<file path="src/rtl/clken_pkg.sv">
// Shared types and defaults for the clock-enable divider bank.
// The sync FSM is only built when CLKEN_SYNC_EN is defined.
package clken_pkg;

  typedef enum logic [1:0] {
    ST_IDLE = 2'd0,
    ST_PEND = 2'd1,
    ST_ACK  = 2'd2
  } sync_state_t;

  localparam int DIV_W_DEF       = 3;
  localparam int NUM_MATCH_DEF   = 2;
  localparam int RESET_PHASE_DEF = 4;

  // Upper bounds for the generic slot extractor below.
  localparam int MAX_DIV_W      = 16;
  localparam int MAX_MATCH_BITS = 256;

  function automatic logic [MAX_DIV_W-1:0] match_slot(
    input logic [MAX_MATCH_BITS-1:0] vals,
    input int unsigned               slot,
    input int unsigned               w
  );
    logic [MAX_MATCH_BITS-1:0] shifted;
    logic [MAX_MATCH_BITS-1:0] mask;
    shifted = vals >> (slot * w);
    mask    = (MAX_MATCH_BITS'(1) << w) - MAX_MATCH_BITS'(1);
    return MAX_DIV_W'(shifted & mask);
  endfunction

endpackage

</file>
<file path="src/rtl/clken_sync_fsm.sv">
// Realign handshake: IDLE -> PEND on request, load on the next CE_IN_N,
// then a one-cycle ack. Instantiated only when CLKEN_SYNC_EN is defined.
//
// state | meaning
// IDLE  | no realign in progress, sampling sync_req
// PEND  | waiting for the next ce_in_n to load the phase
// ACK   | counter holds the new phase, sync_ack high this cycle
module clken_sync_fsm
  import clken_pkg::*;
(
  input  logic clk,
  input  logic reset,
  input  logic ce_in_n,
  input  logic sync_req,
  output logic load,
  output logic sync_ack
);

  sync_state_t state;

  // Load must act on the same cycle as the CE_IN_N, so it is decoded, not registered.
  assign load = (state == ST_PEND) & ce_in_n;

  always_ff @(posedge clk) begin
    if (reset) begin
      state    <= ST_IDLE;
      sync_ack <= 1'b0;
    end else begin
      case (state)
        ST_IDLE: begin
          sync_ack <= 1'b0;
          if (sync_req) state <= ST_PEND;
        end
        ST_PEND: begin
          if (ce_in_n) begin
            state    <= ST_ACK;
            sync_ack <= 1'b1;
          end
        end
        ST_ACK: begin
          sync_ack <= 1'b0;
          state    <= ST_IDLE;
        end
        default: begin
          sync_ack <= 1'b0;
          state    <= ST_IDLE;
        end
      endcase
    end
  end

endmodule

</file>
<file path="src/rtl/clken_divider_bank.sv">
// Clock-enable divider bank: binary divider taps, phase-match enables, toggle
// clock and slow level. Runtime realign is present only with CLKEN_SYNC_EN.
module clken_divider_bank
  import clken_pkg::*;
#(
  parameter int DIV_W       = DIV_W_DEF,
  parameter int NUM_MATCH   = NUM_MATCH_DEF,
  parameter int RESET_PHASE = RESET_PHASE_DEF
) (
  input  logic                       CLK,
  input  logic                       RESETP,
  input  logic                       CE_IN_P,
  input  logic                       CE_IN_N,
  input  logic                       SYNC_REQ,
  input  logic [DIV_W-1:0]           SYNC_PHASE,
  output logic                       SYNC_ACK,
  input  logic [NUM_MATCH*DIV_W-1:0] MATCH_VAL,
  output logic [DIV_W-1:0]           DIV_CNT,
  output logic [DIV_W-1:0]           EN_RISE,
  output logic [DIV_W-1:0]           EN_FALL,
  output logic [NUM_MATCH-1:0]       MATCH_EN,
  output logic                       TGL_CLK,
  output logic                       TGL_EN_P,
  output logic                       TGL_EN_N,
  output logic                       SLOW_LVL
);

  localparam logic [DIV_W-1:0] RST_CNT = DIV_W'(RESET_PHASE);

  logic                      load;
  logic                      ce_ok;
  logic [DIV_W-1:0]          carry;
  logic [MAX_MATCH_BITS-1:0] match_ext;

`ifdef CLKEN_SYNC_EN
  clken_sync_fsm u_sync_fsm (
    .clk      (CLK),
    .reset    (RESETP),
    .ce_in_n  (CE_IN_N),
    .sync_req (SYNC_REQ),
    .load     (load),
    .sync_ack (SYNC_ACK)
  );
`else
  logic unused_sync;
  assign unused_sync = ^{SYNC_REQ, SYNC_PHASE};
  assign load        = 1'b0;
  assign SYNC_ACK    = 1'b0;
`endif

  always_ff @(posedge CLK) begin
    if (RESETP) begin
      DIV_CNT <= RST_CNT;
    end else if (load) begin
      DIV_CNT <= SYNC_PHASE;
    end else if (CE_IN_N) begin
      DIV_CNT <= DIV_CNT + 1'b1;
    end
  end

  // The load cycle is not a real divider step, so every enable is masked.
  assign ce_ok = CE_IN_N & ~load;

  // carry[k] is high when all bits below k are ones.
  for (genvar k = 0; k < DIV_W; k++) begin : g_tap
    if (k == 0) begin : g_lsb
      assign carry[k] = 1'b1;
    end else begin : g_upper
      assign carry[k] = carry[k-1] & DIV_CNT[k-1];
    end
    assign EN_RISE[k] = ce_ok & carry[k] & ~DIV_CNT[k];
    assign EN_FALL[k] = ce_ok & carry[k] &  DIV_CNT[k];
  end

  assign match_ext = MAX_MATCH_BITS'(MATCH_VAL);

  for (genvar i = 0; i < NUM_MATCH; i++) begin : g_match
    assign MATCH_EN[i] = ce_ok & (DIV_CNT == DIV_W'(match_slot(match_ext, i, DIV_W)));
  end

  always_ff @(posedge CLK) begin
    if (RESETP) begin
      TGL_CLK <= 1'b0;
    end else if (CE_IN_P) begin
      TGL_CLK <= ~TGL_CLK;
    end
  end

  assign TGL_EN_P = CE_IN_P & ~TGL_CLK;
  assign TGL_EN_N = CE_IN_P &  TGL_CLK;

  always_ff @(posedge CLK) begin
    if (RESETP) begin
      SLOW_LVL <= ~RST_CNT[DIV_W-1];
    end else if (EN_RISE[0]) begin
      SLOW_LVL <= ~DIV_CNT[DIV_W-1];
    end
  end

endmodule

</file>
<file path="config.mk">
export PLATFORM = sky130hd
export DESIGN_NAME = clken_divider_bank
export DESIGN_NICKNAME = d
export VERILOG_FILES = /design/src/rtl/clken_pkg.sv /design/src/rtl/clken_sync_fsm.sv /design/src/rtl/clken_divider_bank.sv
export SDC_FILE = /design/constraint.sdc
export NUM_CORES = 1
export LEC_CHECK = 0
export ABC_AREA = 1
export BUFFER_PORTS_ARGS = -buffer_cell sky130_fd_sc_hd__buf_4
export CAP_MARGIN = 5
export CORE_AREA = 2 2 39 41
export DETAILED_ROUTE_END_ITERATION = 10
export DIE_AREA = 0 0 41 43
export MAX_ROUTING_LAYER = met4
export SLEW_MARGIN = 20
export SYNTH_ARGS = -nofsm -noshare
export SYNTH_HDL_FRONTEND = slang
export SYNTH_HIERARCHICAL = 1
export SYNTH_SLANG_ARGS = --single-unit
</file>
<file path="constraint.sdc">
create_clock -name CLK -period 1.5 [get_ports CLK]
set_clock_uncertainty 0.05 [all_clocks]
set_input_delay 0.3 -clock CLK [delete_from_list [all_inputs] [get_ports CLK]]
set_output_delay 0.3 -clock CLK [all_outputs]
set_load 0.02 [all_outputs]
</file>
### Word-level counts from Yosys, hierarchy flattened

Cells that the tools add are included.

| storage, ports and cells | value |
|---|---|
| bits in writable memories | 0 |
| memory bits (read-only) | 0 |
| memories | 0 |
| word-level logic and storage cells | 22 |
| output and inout port bits | 16 |
| input bits | 14 |
| register bits after elaboration | 5 |
| bits in latches | 0 |

| operators by class | value |
|---|---|
| $add $sub $neg | 1 |
| divide/modulo/power cells | 0 |
| eq/ne operators | 2 |
| multiplexer cells | 0 |
| $lt $le $gt $ge | 0 |
| shift operators | 0 |
| reduce and logical (&&, ||, !) cells | 0 |
| multiply operators | 0 |
| bitwise operators | 16 |

Operators by type and width:

| kind | number |
|---|---|
| $and A1 B1 Y1 | 12 |
| $eq A3 B3 Y1 | 2 |
| $not A1 Y1 | 4 |
| $add A3 B1 Y3 const B | 1 |

### Depth between registers and ports, before layout

| logic depth | value |
|---|---|
| depth in word-level cells | 3 |
| mapped depth | 5 |
| gate-level depth less buffers | 5 |

### Least setup slack after synthesis

No wires, ideal clock.

| path | value |
|---|---|
| path kind | reg2out |
| start | reg DIV_CNT[0] |
| end | out EN_FALL[2] |
| data required time | 1.150 ns |
| arrival time | 1.139 ns |
| setup slack | 0.011 ns |
| stages on the path, launching flop included | 4 |
| buffers on the path | 0 |
| cell sequence | dfxtp_1 ha_1 nand2_1 nor2_1 |

| between the ends | value |
|---|---|
| longest elaborated chain between the ends | 3 |

Ends and longest elaborated chain:

| element | RTL line | source |
|---|---|---|
| from (decl) | clken_divider_bank.sv:18 | `output logic [DIV_W-1:0] DIV_CNT,` |
| from (signal assigned) | clken_divider_bank.sv:57 | `DIV_CNT <= DIV_CNT + 1'b1;` |
| $and A1 B1 Y1 | clken_divider_bank.sv:69 | `assign carry[k] = carry[k-1] & DIV_CNT[k-1];` |
| $and A1 B1 Y1 (2 in a row) | clken_divider_bank.sv:72 | `assign EN_FALL[k] = ce_ok & carry[k] & DIV_CNT[k];` |
| to (decl) | clken_divider_bank.sv:20 | `output logic [DIV_W-1:0] EN_FALL,` |

No other way between the ends.

### Worst setup path after layout

| path | value |
|---|---|
| start | reg DIV_CNT[0] |
| end | out EN_FALL[1] |

| between the ends | value |
|---|---|
| longest elaborated chain between the ends | 2 |

Ends and longest elaborated chain:

| element | RTL line |
|---|---|
| $and A1 B1 Y1 (2 in a row) | clken_divider_bank.sv:72 |

No other way between the ends.

==> results by group <==
Status
  • Outcome: completed

Synth
  • Cells after synthesis: 64
  • Simple-gate portion of the synthesized area: 0.4205
  • Area leader, netlist: dfxtp_1
  • Synth cell types: 13
  • Post-synth top cells: 21 x nand2_1, 13 x inv_1, 9 x nor2_1, 5 x dfxtp_1
  • Seq cells post-synth: 5
  • Sequential area share after synthesis: 0.2827
  • Share of the synthesized area in the top cell type: 0.2827
  • Synth warnings: 6
  • Mapped Area: 354.1 um^2
  • Fraction of registers with async set or reset after synthesis: 0
  • Avg Inst Size Synth: 5.533 um^2
  • Prevailing post-synth register cell: dfxtp_1
  • Top post-synthesis cells by area: dfxtp_1 28%, nand2_1 22%, inv_1 14%
  • Post-Synth XOR/XNOR Area: 0
  • Post-synth EDFFs: 0
  • Count leader, synth: nand2_1
  • Fraction of synthesized area in multiplexers: 0
  • Complex-gate fraction of the synthesized area: 0.07067
  • Post-Synth Adder-Cell Area: 0.03534
  • Post-Syn Nets: 79
  • Largest family of logic cells by synthesized area: simple AND/OR/NAND/NOR gates

Detailed routing
  • DRT iter0 DRCs: 6
  • Routed Antenna Nets: 0
  • Via density: 4.241
  • Drt pass-1 iters: 3
  • DRC viols: 0
  • Vias: 458
  • WL final: 937 um
  • Post-DR wirelength/cell: 8.676 um

Hold path
  • Hold WC Path Type: input port to register

Critical path
  • Crit path kind: register to primary output
  • Crit end category: primary output
  • CP max stage cell: dfxtp_4
  • CP peak stage delay: 0.37 ns
  • CP Max Fanout: 6
  • CP most frequent cell: buf_4
  • Arrival time worst endpoint: 1.10 ns
  • CP Cell Sequence: buf_4 -> nand2_2 -> nor2_2 -> buf_4
  • WP buf/inv: 2
  • Delay-heaviest family, CP: flip-flops
  • Worst Path Required: 1.15 ns
  • Setup crit start kind: register
  • R2R setup slack: 0.47 ns

Power and ir drop
  • Clock network power share: 0.347
  • Switch share: 0.3312
  • Power per standard cell area: 767.7 mW/mm^2
  • Leakage power: 0.3718 nW
  • Combinational share of power: 0.319
  • Part of the power in registers: 0.335
  • Peak supply drop: 0.4119 mV
  • Internal Pwr Total: 0.3103 mW
  • Sw power: 0.1537 mW

Floorplanning
  • Starting Density: 0.2559
  • DIE HEIGHT: 43 um
  • Core Region: 0.001384 mm^2
  • IO Pins: 30
  • DIE AREA: 0.001763 mm^2
  • Cell Rows: 14
  • Die W: 41 um

Place
  • GPL Wtd Cong: 0.7130
  • Buffers on Ports: 24
  • Hpwl dp: 708 um

Clock network
  • CTS tree: done
  • CTS clk-pin slew, worst paths: 0.05 ns
  • CTS root buf: clkbuf_4
  • H-tree depth: 1
  • Sink Count: 5
  • Clk_lat worst skew: 0.24 ns
  • Max clock buf depth: 2
  • CTS Buf Count: 3

GRT
  • Vias in the first global route: 383
  • Initial antenna violation count: 0
  • Gr ovfl total: 0
  • Maximum number of pins on one net before global-route repair: 7
  • First-pass GRT wire length: 1.400 mm
  • GR Util All Layers: 0.1233

Timing
  • Period utilization: 0.9682
  • Final min period: 1.452 ns
  • Post-route setup TNS: 0 ns
  • Slew Limit Fails: 0
  • RSZ-0062 raised after global routing: true
  • Hold Fails Final Rpt: 0
  • Peak Freq: 0.6886 GHz
  • Final setup viols: 0

Layout
  • P&R area growth vs syn: 70.67%
  • Register area: 108.9 um^2
  • Area of the multi-input gates: 205.2 um^2
  • Final core utilization: 0.4367
  • Filler Cells Inserted: 159
  • Share of layout cells above drive strength 1: 0.4457
  • Nets: 108
  • # diodes: 0

Flow run
  • Max-Cap Viols: 0
## timing repair
item / CTS / global route
pin swaps: 0 / 1
setup endpoints to repair: 7 / 6
gates resized for setup: 2 / 10
endpoints found under the hold margin: 0 / 0
hold buffers: 0 / 0
buffers inserted: 0 / 0
## worst register-to-register path, cell delays in order, from the launching register on
cell and delay [ns]:
dfxtp_4 0.37, ha_2 0.27, o21ai_0 0.17, a21oi_1 0.05
## flip-flops by register name, summed over array words and instances, names as in the netlist
register,count
DIV_CNT,3
SLOW_LVL,1
TGL_CLK,1
## cells in the final DEF, fill, tap and decap left out, types with 2 or more instances in the layout
master,synthesis,final
dfxtp_1,5,2
dfxtp_4,0,2
nand2_1,21,20
nand3_1,4,4
buf_4,1,25
a21oi_2,0,2
clkbuf_4,0,3
nor2_1,9,8
inv_2,2,4
inv_1,13,11
a21oi_1,4,2
## area by class of cell
cell class | count | area share
Clock buffer | 4 | 0.04348
Sequential cell | 5 | 0.1801
Timing Repair Buffer | 25 | 0.3106
Tap cell | 16 | 0.03313
Inverter | 15 | 0.09317
Multi-Input combinational cell | 43 | 0.3395
## path summary, 6_finish.rpt
| path | start | to | cells after the start |
|---|---|---|---|
| worst max-delay path | DIV_CNT[0] | EN_FALL[1] | 4 |
| worst min-delay path | RESETP | TGL_CLK | 2 |
| worst max register to register | DIV_CNT[0] | DIV_CNT[1] | 3 |
| worst min register to register | SLOW_LVL | SLOW_LVL | 2 |
## kinds of logic (layout without fill, tap and decap cells)
group	count (synthesis)	after routing
fa+ha+maj	1	1
compound gates	5	5
other cells	1	1
buf+inv	16	44
simple gates	36	36
flops	5	5
## metal layers
layer,vias up,wire length (um),global-route usage,share of wire
li1,243,-,-,-
met2,18,455,0.1750,0.49
met1,195,384,0.1378,0.41
met3,2,85,0.03141,0.091
met4,0,12,0.1000,0.013
met5,-,0,-,0
## power by group through the flow
stage	clock network [mW]	logic [mW]	registers [mW]
2_1_floorplan	0	0.0663	0.168
3_3_place_gp	0	0.142	0.157
3_5_place_dp	0	0.142	0.157
4_1_cts	0.167	0.144	0.156
5_1_grt	0.175	0.163	0.158
6_report	0.161	0.148	0.155
## metrics by stage
| stage | cell area (um^2) | setup WS [ns] | hold WS, ns | cells | total power [mW] |
|---|---|---|---|---|---|
| 3_5_place_dp | 554.3 | 0.2027 | 0.4311 | 104 | 0.2992 |
| 5_1_grt | 604.3 | -0.02403 | 0.1842 | 108 | 0.4962 |
| 4_1_cts | 583.1 | 0.0005139 | 0.1665 | 108 | 0.4668 |
| 3_3_place_gp | 554.3 | 0.1747 | 0.4254 | 104 | 0.2990 |
| 2_1_floorplan | 354.1 | 0.01119 | 0.3293 | 64 | 0.2342 |
| 6_report | 604.3 | 0.04775 | 0.1739 | 108 | 0.4639 |
(Power assumes the default switching activity.)
